### config.mk
export PLATFORM = sky130hd
export DESIGN_NAME = rr_onehot_arbiter
export DESIGN_NICKNAME = d
export VERILOG_FILES = /design/src/rtl/arb_pkg.sv /design/src/rtl/rr_pick.sv /design/src/rtl/rr_onehot_arbiter.sv
export SDC_FILE = /design/constraint.sdc
export NUM_CORES = 1
export LEC_CHECK = 0
export BUFFER_PORTS_ARGS = -buffer_cell sky130_fd_sc_hd__buf_4
export CORE_UTILIZATION = 51
export CTS_CLUSTER_DIAMETER = 40
export CTS_CLUSTER_SIZE = 30
export DETAILED_ROUTE_END_ITERATION = 10
export PLACE_DENSITY = 0.75
export SYNTH_ARGS = -nofsm -noshare
export SYNTH_HDL_FRONTEND = slang
export SYNTH_SLANG_ARGS = --single-unit
### constraint.sdc
create_clock -name clk -period 2.6 [get_ports clk]
set_input_delay 0.13 -clock clk [delete_from_list [all_inputs] [get_ports clk]]
set_output_delay 0.13 -clock clk [all_outputs]
set_load 0.03 [all_outputs]
### src/rtl/arb_pkg.sv
// Shared definitions for the one-hot select producers and their mux/demux consumers.
package arb_pkg;

    typedef enum logic {
        IDLE = 1'b0,
        BUSY = 1'b1
    } arb_state_t;

    localparam int DEFAULT_NUM_REQ = 4;
    localparam int MAX_REQ         = 32;

    // Callers size-cast the result down to their own select width.
    function automatic logic [MAX_REQ-1:0] onehot_from_idx(input int unsigned idx);
        return MAX_REQ'(1) << idx;
    endfunction

endpackage

### src/rtl/rr_pick.sv
// Rotating priority search: first unmasked request at or above ptr, wrapping modulo NUM_REQ.
module rr_pick
    import arb_pkg::*;
#(
    parameter int NUM_REQ = DEFAULT_NUM_REQ,
    parameter int IDX_W   = $clog2(NUM_REQ)
) (
    input  logic [NUM_REQ-1:0] req,
    input  logic [IDX_W-1:0]   ptr,
    input  logic [NUM_REQ-1:0] mask,
    output logic               found,
    output logic [IDX_W-1:0]   idx
);

    logic [NUM_REQ-1:0] cand;
    logic [IDX_W:0]     pos_sum;
    logic [IDX_W-1:0]   pos;

    generate
        for (genvar gi = 0; gi < NUM_REQ; gi++) begin : g_cand
            assign cand[gi] = req[gi] & ~mask[gi];
        end
    endgenerate

    // Scan from the farthest offset down so the nearest hit to ptr is written last.
    always_comb begin
        found   = 1'b0;
        idx     = '0;
        pos_sum = '0;
        pos     = '0;
        for (int k = NUM_REQ - 1; k >= 0; k--) begin
            pos_sum = {1'b0, ptr} + (IDX_W + 1)'(k);
            if (pos_sum >= (IDX_W + 1)'(NUM_REQ)) begin
                pos_sum = pos_sum - (IDX_W + 1)'(NUM_REQ);
            end
            pos = pos_sum[IDX_W-1:0];
            if (cand[pos]) begin
                found = 1'b1;
                idx   = pos;
            end
        end
    end

endmodule

### src/rtl/rr_onehot_arbiter.sv
// Round-robin arbiter producing a registered one-hot grant held until the owner releases.
module rr_onehot_arbiter
    import arb_pkg::*;
#(
    parameter  int NUM_REQ = DEFAULT_NUM_REQ,
    localparam int IDX_W   = $clog2(NUM_REQ)
) (
    input  logic               clk,
    input  logic               reset,
    input  logic [NUM_REQ-1:0] req_i,
    input  logic               ack_i,
    output logic [NUM_REQ-1:0] gnt_o,
    output logic               gnt_vld_o,
    output logic [IDX_W-1:0]   gnt_idx_o
);

    arb_state_t         state_reg, state_next;
    logic [IDX_W-1:0]   ptr_reg, ptr_next;
    logic [IDX_W-1:0]   idx_reg, idx_next;
    logic [NUM_REQ-1:0] gnt_reg, gnt_next;
    logic               vld_reg, vld_next;

    logic [NUM_REQ-1:0] owner_mask;
    logic               hand_over;
    logic [IDX_W-1:0]   ptr_after;
    logic [IDX_W-1:0]   pick_ptr;
    logic [NUM_REQ-1:0] pick_mask;
    logic               pick_found;
    logic [IDX_W-1:0]   pick_idx;
    logic [NUM_REQ-1:0] pick_onehot;

    assign owner_mask = NUM_REQ'(onehot_from_idx(int'(idx_reg)));
    assign hand_over  = (state_reg == BUSY) && (ack_i || ((req_i & owner_mask) == '0));
    assign ptr_after  = (idx_reg == IDX_W'(NUM_REQ - 1)) ? '0 : idx_reg + 1'b1;

    // On release the search already starts past the owner with its bit hidden,
    // so a handover never lands back on the releasing requester.
    assign pick_ptr  = hand_over ? ptr_after : ptr_reg;
    assign pick_mask = hand_over ? owner_mask : '0;

    rr_pick #(
        .NUM_REQ (NUM_REQ),
        .IDX_W   (IDX_W)
    ) u_pick (
        .req   (req_i),
        .ptr   (pick_ptr),
        .mask  (pick_mask),
        .found (pick_found),
        .idx   (pick_idx)
    );

    assign pick_onehot = NUM_REQ'(onehot_from_idx(int'(pick_idx)));

    always_ff @(posedge clk) begin
        if (reset) begin
            state_reg <= IDLE;
            ptr_reg   <= '0;
            idx_reg   <= '0;
            gnt_reg   <= '0;
            vld_reg   <= 1'b0;
        end else begin
            state_reg <= state_next;
            ptr_reg   <= ptr_next;
            idx_reg   <= idx_next;
            gnt_reg   <= gnt_next;
            vld_reg   <= vld_next;
        end
    end

    always_comb begin
        state_next = state_reg;
        ptr_next   = ptr_reg;
        idx_next   = idx_reg;
        gnt_next   = gnt_reg;
        vld_next   = vld_reg;
        case (state_reg)
            IDLE: begin
                if (pick_found) begin
                    state_next = BUSY;
                    idx_next   = pick_idx;
                    gnt_next   = pick_onehot;
                    vld_next   = 1'b1;
                end
            end
            BUSY: begin
                if (hand_over) begin
                    ptr_next = ptr_after;
                    if (pick_found) begin
                        idx_next = pick_idx;
                        gnt_next = pick_onehot;
                        vld_next = 1'b1;
                    end else begin
                        state_next = IDLE;
                        gnt_next   = '0;
                        vld_next   = 1'b0;
                    end
                end
            end
            default: state_next = IDLE;
        endcase
    end

    assign gnt_o     = gnt_reg;
    assign gnt_vld_o = vld_reg;
    assign gnt_idx_o = idx_reg;

endmodule

==> flow_results.xml, run 1 <==
<?xml version="1.0" encoding="UTF-8"?>
<metrics>
  <group name="sta">
    <metric name="rsz0062_at_grt" unit="">false</metric>
    <metric name="timing_worst_slew_pin_value" unit="ps">338</metric>
    <metric name="finalSetupTns" unit="ps">0</metric>
    <metric name="timing_hold_violations_final" unit="">0</metric>
    <metric name="final.min_clock_period" unit="ps">2440</metric>
    <metric name="setup-violations-final" unit="">0</metric>
    <metric name="finalCritPeriodShare" unit="">0.940</metric>
    <metric name="max_freq" unit="GHz">0.409</metric>
    <metric name="maxSlewViolCount" unit="">0</metric>
    <metric name="max-slew-margin-rel" unit="">0.775</metric>
    <metric name="clock_skew" unit="ps">3.17</metric>
  </group>
  <group name="global_route">
    <metric name="grt_start_max_net_pins" unit="">12</metric>
    <metric name="grt_antenna_before_repair" unit="">0</metric>
    <metric name="gr_util_all_layers" unit="">0.247</metric>
    <metric name="grt_pass1_vias" unit="">586</metric>
    <metric name="first_pass_grt_wire_length" unit="um">2470</metric>
    <metric name="grt.overflow.total" unit="">0</metric>
  </group>
  <group name="floorplanning">
    <metric name="floorplan.io_pins" unit="">14</metric>
    <metric name="starting_density_of_the_core" unit="">0.577</metric>
    <metric name="rows" unit="">12</metric>
    <metric name="die_w" unit="um">38.2</metric>
    <metric name="die_area" unit="sq um">1460</metric>
    <metric name="core_area" unit="sq um">1160</metric>
    <metric name="die_h" unit="um">38.2</metric>
  </group>
  <group name="logic_synthesis">
    <metric name="synth.ff_latch_count" unit="">10</metric>
    <metric name="synthCells" unit="">87</metric>
    <metric name="synth.area.top_cells" unit="">sky130_fd_sc_hd__dfxtp_1 (30%), sky130_fd_sc_hd__ha_1 (7.5%), sky130_fd_sc_hd__nand2_1 (5.6%), sky130_fd_sc_hd__inv_1 (4.5%), sky130_fd_sc_hd__nor2_1 (4.5%)</metric>
    <metric name="ys_seq_area_frac" unit="">0.300</metric>
    <metric name="synth_area" unit="sq um">667</metric>
    <metric name="netlist.top_cell.by_area" unit="">sky130_fd_sc_hd__dfxtp_1</metric>
    <metric name="synth_top_area_share" unit="">0.300</metric>
    <metric name="synthesized_nets" unit="">98</metric>
    <metric name="synth.avg_cell_area" unit="sq um">7.67</metric>
    <metric name="distinct_cells_synth" unit="">34</metric>
    <metric name="ys_warn_count" unit="">0</metric>
  </group>
  <group name="placed_design">
    <metric name="gp_congestion" unit="">0.859</metric>
    <metric name="place.detailed.instances" unit="">112</metric>
    <metric name="io_buffers" unit="">13</metric>
    <metric name="hpwl" unit="um">1170</metric>
  </group>
  <group name="cells_and_area">
    <metric name="diodes" unit="">0</metric>
    <metric name="area_delta_synth_final" unit="%">23.5</metric>
    <metric name="share_of_post_route_cells_with_drive_strength_above_1" unit="">0.255</metric>
    <metric name="fill_cells" unit="">101</metric>
    <metric name="layout.cells.non_filler" unit="">116</metric>
    <metric name="sequential_cell_area" unit="sq um">200</metric>
    <metric name="largest_register_ffs" unit="">4</metric>
    <metric name="layout.nets" unit="">114</metric>
    <metric name="area_used_by_multi_input_combinational_logic" unit="sq um">434</metric>
  </group>
  <group name="hold_path">
    <metric name="worst_hold_path_type" unit="">input port to flop</metric>
  </group>
  <group name="clock_tree">
    <metric name="numCtsBuffers" unit="">3</metric>
    <metric name="post_cts_buffers" unit="">0</metric>
    <metric name="later_pin_clock_latency_in_the_skew_report" unit="ps">270</metric>
    <metric name="clk_transition_reported_paths" unit="ps">60</metric>
    <metric name="level_count_of_the_clock_h_tree" unit="">1</metric>
    <metric name="cts_hold_fix_bufs" unit="">0</metric>
    <metric name="clockBufferDepth" unit="">2</metric>
    <metric name="root_cell_of_the_clock_tree" unit="">sky130_fd_sc_hd__clkbuf_4</metric>
    <metric name="cts_resized" unit="">0</metric>
    <metric name="tritoncts" unit="">built</metric>
    <metric name="clock-sinks" unit="">10</metric>
  </group>
  <group name="routing">
    <metric name="first_pass_iters" unit="">4</metric>
    <metric name="drt-vias-per-instance" unit="">5.77</metric>
    <metric name="routed_wl" unit="um">1520</metric>
    <metric name="route.detailed.drc" unit="">0</metric>
    <metric name="detail_route.wl_per_cell" unit="um">13.1</metric>
    <metric name="postRouteAntennaNets" unit="">0</metric>
    <metric name="drt-initial-drc-count" unit="">23</metric>
    <metric name="route.vias.total" unit="">669</metric>
  </group>
  <group name="power">
    <metric name="static_leakage_power" unit="nW">0.362</metric>
    <metric name="worst_ir_drop_vdd" unit="mV">0.387</metric>
    <metric name="report.power.total" unit="mW">0.570</metric>
    <metric name="power_density" unit="nW/um^2">692</metric>
  </group>
  <group name="status">
    <metric name="outcome" unit="">completed</metric>
  </group>
  <group name="critical_path">
    <metric name="reg2reg_setup_slack" unit="ps">160</metric>
    <metric name="worstPathRequired" unit="ps">2810</metric>
    <metric name="worst_setup_path_start_kind" unit="">flop</metric>
    <metric name="timing_worst_setup_path_type" unit="">flop to flop</metric>
    <metric name="endpoint_kind" unit="">flop</metric>
    <metric name="cp_data_arrival_time" unit="ps">2650</metric>
    <metric name="worst-path-max-fanout" unit="">5</metric>
  </group>
  <group name="job">
    <metric name="max_capacitance_violation_count" unit="">0</metric>
  </group>
</metrics>
==> critical path: stages, from the launching register on <==
cell                       delay [ps]
sky130_fd_sc_hd__dfxtp_1          410
sky130_fd_sc_hd__inv_1             90
sky130_fd_sc_hd__ha_1             230
sky130_fd_sc_hd__a22oi_2          240
sky130_fd_sc_hd__a21o_1           190
sky130_fd_sc_hd__nand2_1          120
sky130_fd_sc_hd__or3_1            390
sky130_fd_sc_hd__o211ai_1         110
sky130_fd_sc_hd__a211oi_2         100
sky130_fd_sc_hd__or3_4            390
sky130_fd_sc_hd__o21ai_2          110
==> area by class of cell <==
type | count | share of cell area
clock buffer | 4 | 0.0441
inverter | 8 | 0.0365
multi-input combinational | 66 | 0.527
sequential | 10 | 0.243
tap | 14 | 0.0213
timing repair buffer | 14 | 0.128
==> synthesized netlist by cell type <==
master and count:
sky130_fd_sc_hd__dfxtp_1 10, sky130_fd_sc_hd__nand2_1 10, sky130_fd_sc_hd__inv_1 8, sky130_fd_sc_hd__nor2_1 8, sky130_fd_sc_hd__nand3_1 5, sky130_fd_sc_hd__a21oi_1 4
sky130_fd_sc_hd__ha_1 4, sky130_fd_sc_hd__a22oi_1 3, sky130_fd_sc_hd__clkbuf_1 3, sky130_fd_sc_hd__nor2b_1 3, sky130_fd_sc_hd__mux2i_1 2, sky130_fd_sc_hd__nand4_1 2
sky130_fd_sc_hd__o21ai_0 2, sky130_fd_sc_hd__o21ai_2 2, sky130_fd_sc_hd__o22ai_1 2, sky130_fd_sc_hd__a211oi_1 1, sky130_fd_sc_hd__a211oi_2 1, sky130_fd_sc_hd__a21o_1 1
sky130_fd_sc_hd__a22oi_2 1, sky130_fd_sc_hd__a311o_1 1, sky130_fd_sc_hd__a31oi_1 1, sky130_fd_sc_hd__a32oi_1 1, sky130_fd_sc_hd__and2_1 1, sky130_fd_sc_hd__and3_1 1
sky130_fd_sc_hd__and4b_1 1, sky130_fd_sc_hd__nand2b_1 1, sky130_fd_sc_hd__nand3b_1 1, sky130_fd_sc_hd__nor2_2 1, sky130_fd_sc_hd__nor3_1 1, sky130_fd_sc_hd__nor4_1 1
sky130_fd_sc_hd__o211ai_1 1, sky130_fd_sc_hd__o21ai_1 1, sky130_fd_sc_hd__or3_1 1, sky130_fd_sc_hd__or3_4 1
==> through the flow <==
stage                     cell area [sq um]  hold slack [ps]   util  setup slack, ps
after global placement                  778              380  0.673              170
after floorplan                         667              411      -              115
after global routing                    823              108  0.712             23.1
final                                   823              107  0.712              155
after CTS                               815             94.8  0.705             98.4
after detailed placement                778              386  0.673              109
==> layer usage <==
| metal | wire [um] | global-route usage | vias to the layer above |
|---|---|---|---|
| met2 | 718 | 0.403 | 27 |
| met1 | 664 | 0.309 | 300 |
| li1 | - | - | 340 |
| met4 | 8 | 0.0536 | 0 |
| met3 | 127 | 0.0872 | 2 |
| met5 | 0 | 0 | - |
==> power by group <==
group          switching [mW]  internal, mW
sequential             0.0180         0.176
combinational           0.140        0.0983
clock                  0.0527        0.0851
total                   0.210         0.360
==> layout by cell type (no fill, tap or decap), types with 2 or more instances in the layout <==
| cell type | instances |
|---|---|
| sky130_fd_sc_hd__nand2_1 | 10 |
| sky130_fd_sc_hd__nand4_1 | 2 |
| sky130_fd_sc_hd__buf_4 | 14 |
| sky130_fd_sc_hd__clkbuf_4 | 3 |
| sky130_fd_sc_hd__o21ai_2 | 2 |
| sky130_fd_sc_hd__o21ai_0 | 2 |
| sky130_fd_sc_hd__nor2_1 | 8 |
| sky130_fd_sc_hd__a21oi_1 | 4 |
| sky130_fd_sc_hd__dfxtp_1 | 10 |
| sky130_fd_sc_hd__nand3_1 | 5 |
| sky130_fd_sc_hd__a22oi_1 | 2 |
| sky130_fd_sc_hd__inv_1 | 8 |
| sky130_fd_sc_hd__a22oi_2 | 2 |
| sky130_fd_sc_hd__nor2b_1 | 3 |
| sky130_fd_sc_hd__ha_1 | 4 |
| sky130_fd_sc_hd__o22ai_1 | 2 |
==> path summary, 6_finish.rpt <==
kind / from / endpoint / cells past startpoint
worst min register to register: gnt_o[2]$_SDFFE_PP0P_ / gnt_o[2]$_SDFFE_PP0P_ / 2
worst min-delay path: reset / gnt_o[2]$_SDFFE_PP0P_ / 2
worst max register to register: gnt_idx_o[1]$_SDFFE_PP0P_ / gnt_o[1]$_SDFFE_PP0P_ / 10
worst max-delay path: gnt_idx_o[1]$_SDFFE_PP0P_ / gnt_o[1]$_SDFFE_PP0P_ / 10
==> cells by family (layout without fill, tap and decap cells) <==
family	after synthesis	in the layout	synth area share
AO/OA/AOI/OAI	22	22	0.240
flip-flops	10	10	0.300
multiplexers	2	2	0.0300
buffers and inverters	11	26	0.0619
AND/OR/NAND/NOR	38	38	0.293
adder cells (fa/ha/maj)	4	4	0.0750
(Power assumes the default switching activity.)
==> run 2: changes to the inputs <==
Settings changed: PLACE_DENSITY 0.75 to 0.74.
==> run 2 against run 1 <==
  * Core utilization up 0.22 points
  * Power up 0.46%
  * Clock skew down 2.8 ps
  * First-iteration DRC count unchanged
  * Largest cell class unchanged
==> flow_results.xml, run 2 (same netlist as run 1, synthesis figures left out) <==
<?xml version="1.0" encoding="UTF-8"?>
<metrics>
  <group name="status">
    <metric name="outcome" unit="">completed</metric>
  </group>
  <group name="clock_tree">
    <metric name="post_cts_buffers" unit="">0</metric>
    <metric name="cts_hold_fix_bufs" unit="">0</metric>
    <metric name="level_count_of_the_clock_h_tree" unit="">1</metric>
    <metric name="clockBufferDepth" unit="">2</metric>
    <metric name="cts_resized" unit="">0</metric>
    <metric name="tritoncts" unit="">built</metric>
    <metric name="numCtsBuffers" unit="">3</metric>
    <metric name="clock-sinks" unit="">10</metric>
    <metric name="later_pin_clock_latency_in_the_skew_report" unit="ps">260</metric>
    <metric name="clk_transition_reported_paths" unit="ps">60</metric>
    <metric name="root_cell_of_the_clock_tree" unit="">sky130_fd_sc_hd__clkbuf_4</metric>
  </group>
  <group name="cells_and_area">
    <metric name="layout.cells.non_filler" unit="">115</metric>
    <metric name="area_delta_synth_final" unit="%">23.8</metric>
    <metric name="largest_register_ffs" unit="">4</metric>
    <metric name="layout.nets" unit="">113</metric>
    <metric name="most_frequent_cells_in_the_layout" unit="">sky130_fd_sc_hd__buf_4 (13), sky130_fd_sc_hd__nand2_1 (10), sky130_fd_sc_hd__dfxtp_1 (9), sky130_fd_sc_hd__inv_1 (8), sky130_fd_sc_hd__nor2_1 (8)</metric>
    <metric name="commonest_non_fill_non_tap_cell_in_the_layout" unit="">sky130_fd_sc_hd__buf_4</metric>
    <metric name="share_of_post_route_cells_with_drive_strength_above_1" unit="">0.257</metric>
    <metric name="diodes" unit="">0</metric>
  </group>
  <group name="critical_path">
    <metric name="timing_worst_setup_path_type" unit="">flop to flop</metric>
    <metric name="cp_data_arrival_time" unit="ps">2690</metric>
    <metric name="worst_setup_path_start_kind" unit="">flop</metric>
    <metric name="endpoint_kind" unit="">flop</metric>
    <metric name="worstPathRequired" unit="ps">2800</metric>
    <metric name="worst-path-max-fanout" unit="">5</metric>
  </group>
  <group name="sta">
    <metric name="max_freq" unit="GHz">0.401</metric>
    <metric name="finalWorstSetupSlack" unit="ps">106</metric>
    <metric name="fin_hold_ws" unit="ps">110</metric>
    <metric name="maxSlewViolCount" unit="">0</metric>
    <metric name="finalCritPeriodShare" unit="">0.959</metric>
    <metric name="timing_worst_slew_pin_value" unit="ps">341</metric>
    <metric name="max-slew-margin-rel" unit="">0.773</metric>
    <metric name="clock_skew" unit="ps">0.346</metric>
    <metric name="final.min_clock_period" unit="ps">2490</metric>
    <metric name="setup-violations-final" unit="">0</metric>
    <metric name="timing_hold_violations_final" unit="">0</metric>
  </group>
  <group name="floorplanning">
    <metric name="floorplan.io_pins" unit="">14</metric>
    <metric name="die_w" unit="um">38.2</metric>
    <metric name="die_area" unit="sq um">1460</metric>
    <metric name="die_h" unit="um">38.2</metric>
    <metric name="rows" unit="">12</metric>
    <metric name="core_area" unit="sq um">1160</metric>
    <metric name="starting_density_of_the_core" unit="">0.577</metric>
  </group>
  <group name="global_route">
    <metric name="gr_util_all_layers" unit="">0.244</metric>
    <metric name="grt_start_max_net_pins" unit="">12</metric>
    <metric name="first_pass_grt_wire_length" unit="um">2420</metric>
    <metric name="grt_pass1_vias" unit="">600</metric>
    <metric name="grt_antenna_before_repair" unit="">0</metric>
    <metric name="grt.overflow.total" unit="">0</metric>
  </group>
  <group name="routing">
    <metric name="drt-vias-per-instance" unit="">5.81</metric>
    <metric name="drt-initial-drc-count" unit="">23</metric>
    <metric name="route.vias.total" unit="">668</metric>
    <metric name="postRouteAntennaNets" unit="">0</metric>
    <metric name="routed_wl" unit="um">1540</metric>
    <metric name="first_pass_iters" unit="">4</metric>
    <metric name="route.detailed.drc" unit="">0</metric>
    <metric name="detail_route.wl_per_cell" unit="um">13.3</metric>
  </group>
  <group name="hold_path">
    <metric name="worst_hold_path_type" unit="">input port to flop</metric>
  </group>
  <group name="power">
    <metric name="power_density" unit="nW/um^2">693</metric>
    <metric name="static_leakage_power" unit="nW">0.357</metric>
    <metric name="worst_ir_drop_vdd" unit="mV">0.479</metric>
    <metric name="report.power.total" unit="mW">0.572</metric>
  </group>
  <group name="job">
    <metric name="max_capacitance_violation_count" unit="">0</metric>
  </group>
  <group name="placed_design">
    <metric name="io_buffers" unit="">13</metric>
    <metric name="place.detailed.instances" unit="">111</metric>
    <metric name="gp_congestion" unit="">0.864</metric>
    <metric name="worst_setup_timing_slack_at_the_placement_stage" unit="ps">50.8</metric>
    <metric name="hpwl" unit="um">1200</metric>
  </group>
</metrics>
[run 2: changes by cell type in the layout (fill, tap and decap cells not counted), sizes merged]
cell  delta
buf      -1
[run 2: critical path, stage by stage, from the launching register on]
cell                       delay, ps
sky130_fd_sc_hd__dfxtp_1         410
sky130_fd_sc_hd__inv_1            80
sky130_fd_sc_hd__ha_1            230
sky130_fd_sc_hd__a22oi_2         240
sky130_fd_sc_hd__a21o_1          190
sky130_fd_sc_hd__nand2_1         140
sky130_fd_sc_hd__or3_1           420
sky130_fd_sc_hd__o211ai_1        120
sky130_fd_sc_hd__a211oi_2        110
sky130_fd_sc_hd__or3_4           390
sky130_fd_sc_hd__o21ai_2         110
[run 2: per-stage QoR]
step	util	setup TNS [ps]	cell area, sq um
floorplan	-	0	667
global placement	0.667	0	771
detailed placement	0.667	0	771
CTS	0.698	0	807
global route	0.714	-57.6	826
finish	0.714	0	826
[run 2: final timing paths]
| kind | depth (start not counted) | slack (ps) | start | end |
|---|---|---|---|---|
| worst min register to register | 2 | 450 | gnt_o[0]$_SDFFE_PP0P_ | gnt_o[0]$_SDFFE_PP0P_ |
| worst max register to register | 10 | 110 | gnt_idx_o[1]$_SDFFE_PP0P_ | gnt_o[1]$_SDFFE_PP0P_ |
| worst max-delay path | 10 | 110 | gnt_idx_o[1]$_SDFFE_PP0P_ | gnt_o[1]$_SDFFE_PP0P_ |
| worst min-delay path | 2 | 110 | reset | ptr_reg[1]$_SDFFE_PP0P_ |
[run 2: layout make-up]
cell class | count | area [sq um]
inverter | 8 | 30.0
clock buffer | 4 | 36.3
tap | 14 | 17.5
timing repair buffer | 13 | 97.6
sequential | 10 | 201
fill | 91 | 330
multi-input combinational | 66 | 443
[run 2: power breakdown]
group	switching (mW)	total [mW]	internal (mW)
logic	0.139	0.237	0.0984
registers	0.0218	0.199	0.177
clock network	0.0518	0.137	0.0850
[run 2: routing by layer]
layer	global-route usage	share of wire
met5	0	0
met4	0.0625	0
met3	0.0872	0.075
met2	0.390	0.46
met1	0.309	0.47
==> run 3: changes to the inputs <==
Settings changed: BUFFER_PORTS_ARGS -buffer_cell sky130_fd_sc_hd__buf_4 to -buffer_cell sky130_fd_sc_hd__buf_2.
==> run 3 against run 2 <==
  * Core utilization decreased by 4.4 points
  * Count of clock-buffer cells in the layout decreased by 1
  * First-iteration DRC count is 39% higher
  * Sequential power about the same
  * Cell count is 0.87% lower
  * Setup slack better by 41 ps
  * Global-route usage is 2.0 points lower
  * Largest power group unchanged
==> flow_results.xml, run 3 (same netlist as run 1, synthesis figures left out) <==
<?xml version="1.0" encoding="UTF-8"?>
<metrics>
  <group name="status">
    <metric name="outcome" unit="">completed</metric>
  </group>
  <group name="global_route">
    <metric name="gr_util_all_layers" unit="">0.224</metric>
    <metric name="grt_pass1_vias" unit="">552</metric>
    <metric name="grt_start_max_net_pins" unit="">12</metric>
    <metric name="first_pass_grt_wire_length" unit="um">2260</metric>
    <metric name="grt_antenna_before_repair" unit="">0</metric>
    <metric name="grt.overflow.total" unit="">0</metric>
  </group>
  <group name="sta">
    <metric name="finalSetupTns" unit="ps">0</metric>
    <metric name="final.min_clock_period" unit="ps">2450</metric>
    <metric name="max_freq" unit="GHz">0.408</metric>
    <metric name="finalCritPeriodShare" unit="">0.943</metric>
    <metric name="setup-violations-final" unit="">0</metric>
    <metric name="timing_hold_violations_final" unit="">0</metric>
    <metric name="maxSlewViolCount" unit="">0</metric>
    <metric name="timing_worst_slew_pin_value" unit="ps">327</metric>
    <metric name="rsz0062_at_grt" unit="">false</metric>
    <metric name="max-slew-margin-rel" unit="">0.780</metric>
    <metric name="clock_skew" unit="ps">2.38</metric>
  </group>
  <group name="cells_and_area">
    <metric name="largest_register_ffs" unit="">4</metric>
    <metric name="diodes" unit="">0</metric>
    <metric name="area_of_all_placed_cells_without_fillers" unit="sq um">774</metric>
    <metric name="most_frequent_cells_in_the_layout" unit="">sky130_fd_sc_hd__buf_2 (13), sky130_fd_sc_hd__nand2_1 (10), sky130_fd_sc_hd__dfxtp_1 (9), sky130_fd_sc_hd__inv_1 (8), sky130_fd_sc_hd__nor2_1 (8)</metric>
    <metric name="layout.cells.non_filler" unit="">114</metric>
    <metric name="share_of_post_route_cells_with_drive_strength_above_1" unit="">0.240</metric>
    <metric name="layout.nets" unit="">113</metric>
    <metric name="commonest_non_fill_non_tap_cell_in_the_layout" unit="">sky130_fd_sc_hd__buf_2</metric>
    <metric name="area_delta_synth_final" unit="%">16.1</metric>
  </group>
  <group name="clock_tree">
    <metric name="tritoncts" unit="">built</metric>
    <metric name="clock-sinks" unit="">10</metric>
    <metric name="root_cell_of_the_clock_tree" unit="">sky130_fd_sc_hd__clkbuf_4</metric>
    <metric name="clk_transition_reported_paths" unit="ps">60</metric>
    <metric name="post_cts_buffers" unit="">0</metric>
    <metric name="clockBufferDepth" unit="">2</metric>
    <metric name="later_pin_clock_latency_in_the_skew_report" unit="ps">260</metric>
    <metric name="level_count_of_the_clock_h_tree" unit="">1</metric>
    <metric name="numCtsBuffers" unit="">3</metric>
  </group>
  <group name="routing">
    <metric name="drt-initial-drc-count" unit="">32</metric>
    <metric name="route.vias.total" unit="">671</metric>
    <metric name="routed_wl" unit="um">1380</metric>
    <metric name="route.detailed.drc" unit="">0</metric>
    <metric name="detail_route.wl_per_cell" unit="um">12.1</metric>
    <metric name="first_pass_iters" unit="">4</metric>
    <metric name="postRouteAntennaNets" unit="">0</metric>
    <metric name="drt-vias-per-instance" unit="">5.89</metric>
  </group>
  <group name="placed_design">
    <metric name="hpwl" unit="um">1090</metric>
    <metric name="place.detailed.instances" unit="">111</metric>
    <metric name="io_buffers" unit="">13</metric>
    <metric name="placement.cell_area" unit="sq um">738</metric>
    <metric name="gp_congestion" unit="">0.891</metric>
  </group>
  <group name="critical_path">
    <metric name="timing_worst_setup_path_type" unit="">flop to flop</metric>
    <metric name="worst-path-max-fanout" unit="">6</metric>
    <metric name="cp_data_arrival_time" unit="ps">2650</metric>
    <metric name="endpoint_kind" unit="">flop</metric>
    <metric name="worst_setup_path_start_kind" unit="">flop</metric>
    <metric name="worstPathRequired" unit="ps">2790</metric>
  </group>
  <group name="floorplanning">
    <metric name="floorplan.io_pins" unit="">14</metric>
    <metric name="die_w" unit="um">38.2</metric>
    <metric name="core_area" unit="sq um">1160</metric>
    <metric name="rows" unit="">12</metric>
    <metric name="die_h" unit="um">38.2</metric>
    <metric name="die_area" unit="sq um">1460</metric>
    <metric name="starting_density_of_the_core" unit="">0.577</metric>
  </group>
  <group name="power">
    <metric name="static_leakage_power" unit="nW">0.343</metric>
    <metric name="worst_ir_drop_vdd" unit="mV">0.458</metric>
    <metric name="power_density" unit="nW/um^2">665</metric>
    <metric name="report.power.total" unit="mW">0.515</metric>
  </group>
  <group name="hold_path">
    <metric name="worst_hold_path_type" unit="">input port to flop</metric>
  </group>
  <group name="job">
    <metric name="max_capacitance_violation_count" unit="">0</metric>
  </group>
</metrics>
-- run 3: power breakdown --
group	internal (mW)	switching, mW	leakage [nW]
clock network	0.0530	0.0441	0.0138
registers	0.177	0.0201	0.0830
logic	0.0859	0.135	0.246
-- run 3: area by class of cell --
class / instances / area (sq um)
multi-input combinational: 66 / 438
inverter: 8 / 30.0
tap: 14 / 17.5
clock buffer: 3 / 22.5
timing repair buffer: 13 / 65.1
sequential: 10 / 201
fill: 100 / 382
-- run 3: critical path, stage by stage, from the launching register on --
cell	delay, ps
sky130_fd_sc_hd__dfxtp_2	370
sky130_fd_sc_hd__inv_1	70
sky130_fd_sc_hd__ha_1	230
sky130_fd_sc_hd__a22oi_1	280
sky130_fd_sc_hd__a21o_1	190
sky130_fd_sc_hd__nand2_1	140
sky130_fd_sc_hd__or3_1	400
sky130_fd_sc_hd__o211ai_1	110
sky130_fd_sc_hd__a211oi_2	100
sky130_fd_sc_hd__or3_4	390
sky130_fd_sc_hd__o21ai_2	100
-- run 3: what timing repair did --
item,in CTS,in global routing
setup endpoints to repair,0,5
resized for setup,0,3
endpoints found under the hold margin,0,0
hold buffers,0,0
-- run 3: stage by stage --
step                      hold slack, ps  worst slack [ps]  utilization
after floorplan                      411               115            -
after global placement               427               192        0.639
after detailed placement             435               116        0.639
after CTS                            160              90.9        0.658
after global routing                 175              8.91        0.670
final                                160               147        0.670
-- run 3: metal layers --
metal  up-vias  share of wire  routed length (um)  global-route usage
li1        338              -                   -                   -
met1       299           0.44                 602               0.289
met2        34           0.46                 638               0.360
met3         0           0.10                 142              0.0872
met4         0              0                   0              0.0268
met5         -              0                   0                   0
-- run 3: path summary, 6_finish.rpt --
path,to,slack (ps),startpoint,cells past startpoint
worst min-delay path,gnt_o[2]$_SDFFE_PP0P_,160,reset,2
worst min register to register,gnt_o[1]$_SDFFE_PP0P_,450,gnt_o[1]$_SDFFE_PP0P_,2
worst max register to register,gnt_o[0]$_SDFFE_PP0P_,150,gnt_idx_o[0]$_SDFFE_PP0P_,10
worst max-delay path,gnt_o[0]$_SDFFE_PP0P_,150,gnt_idx_o[0]$_SDFFE_PP0P_,10
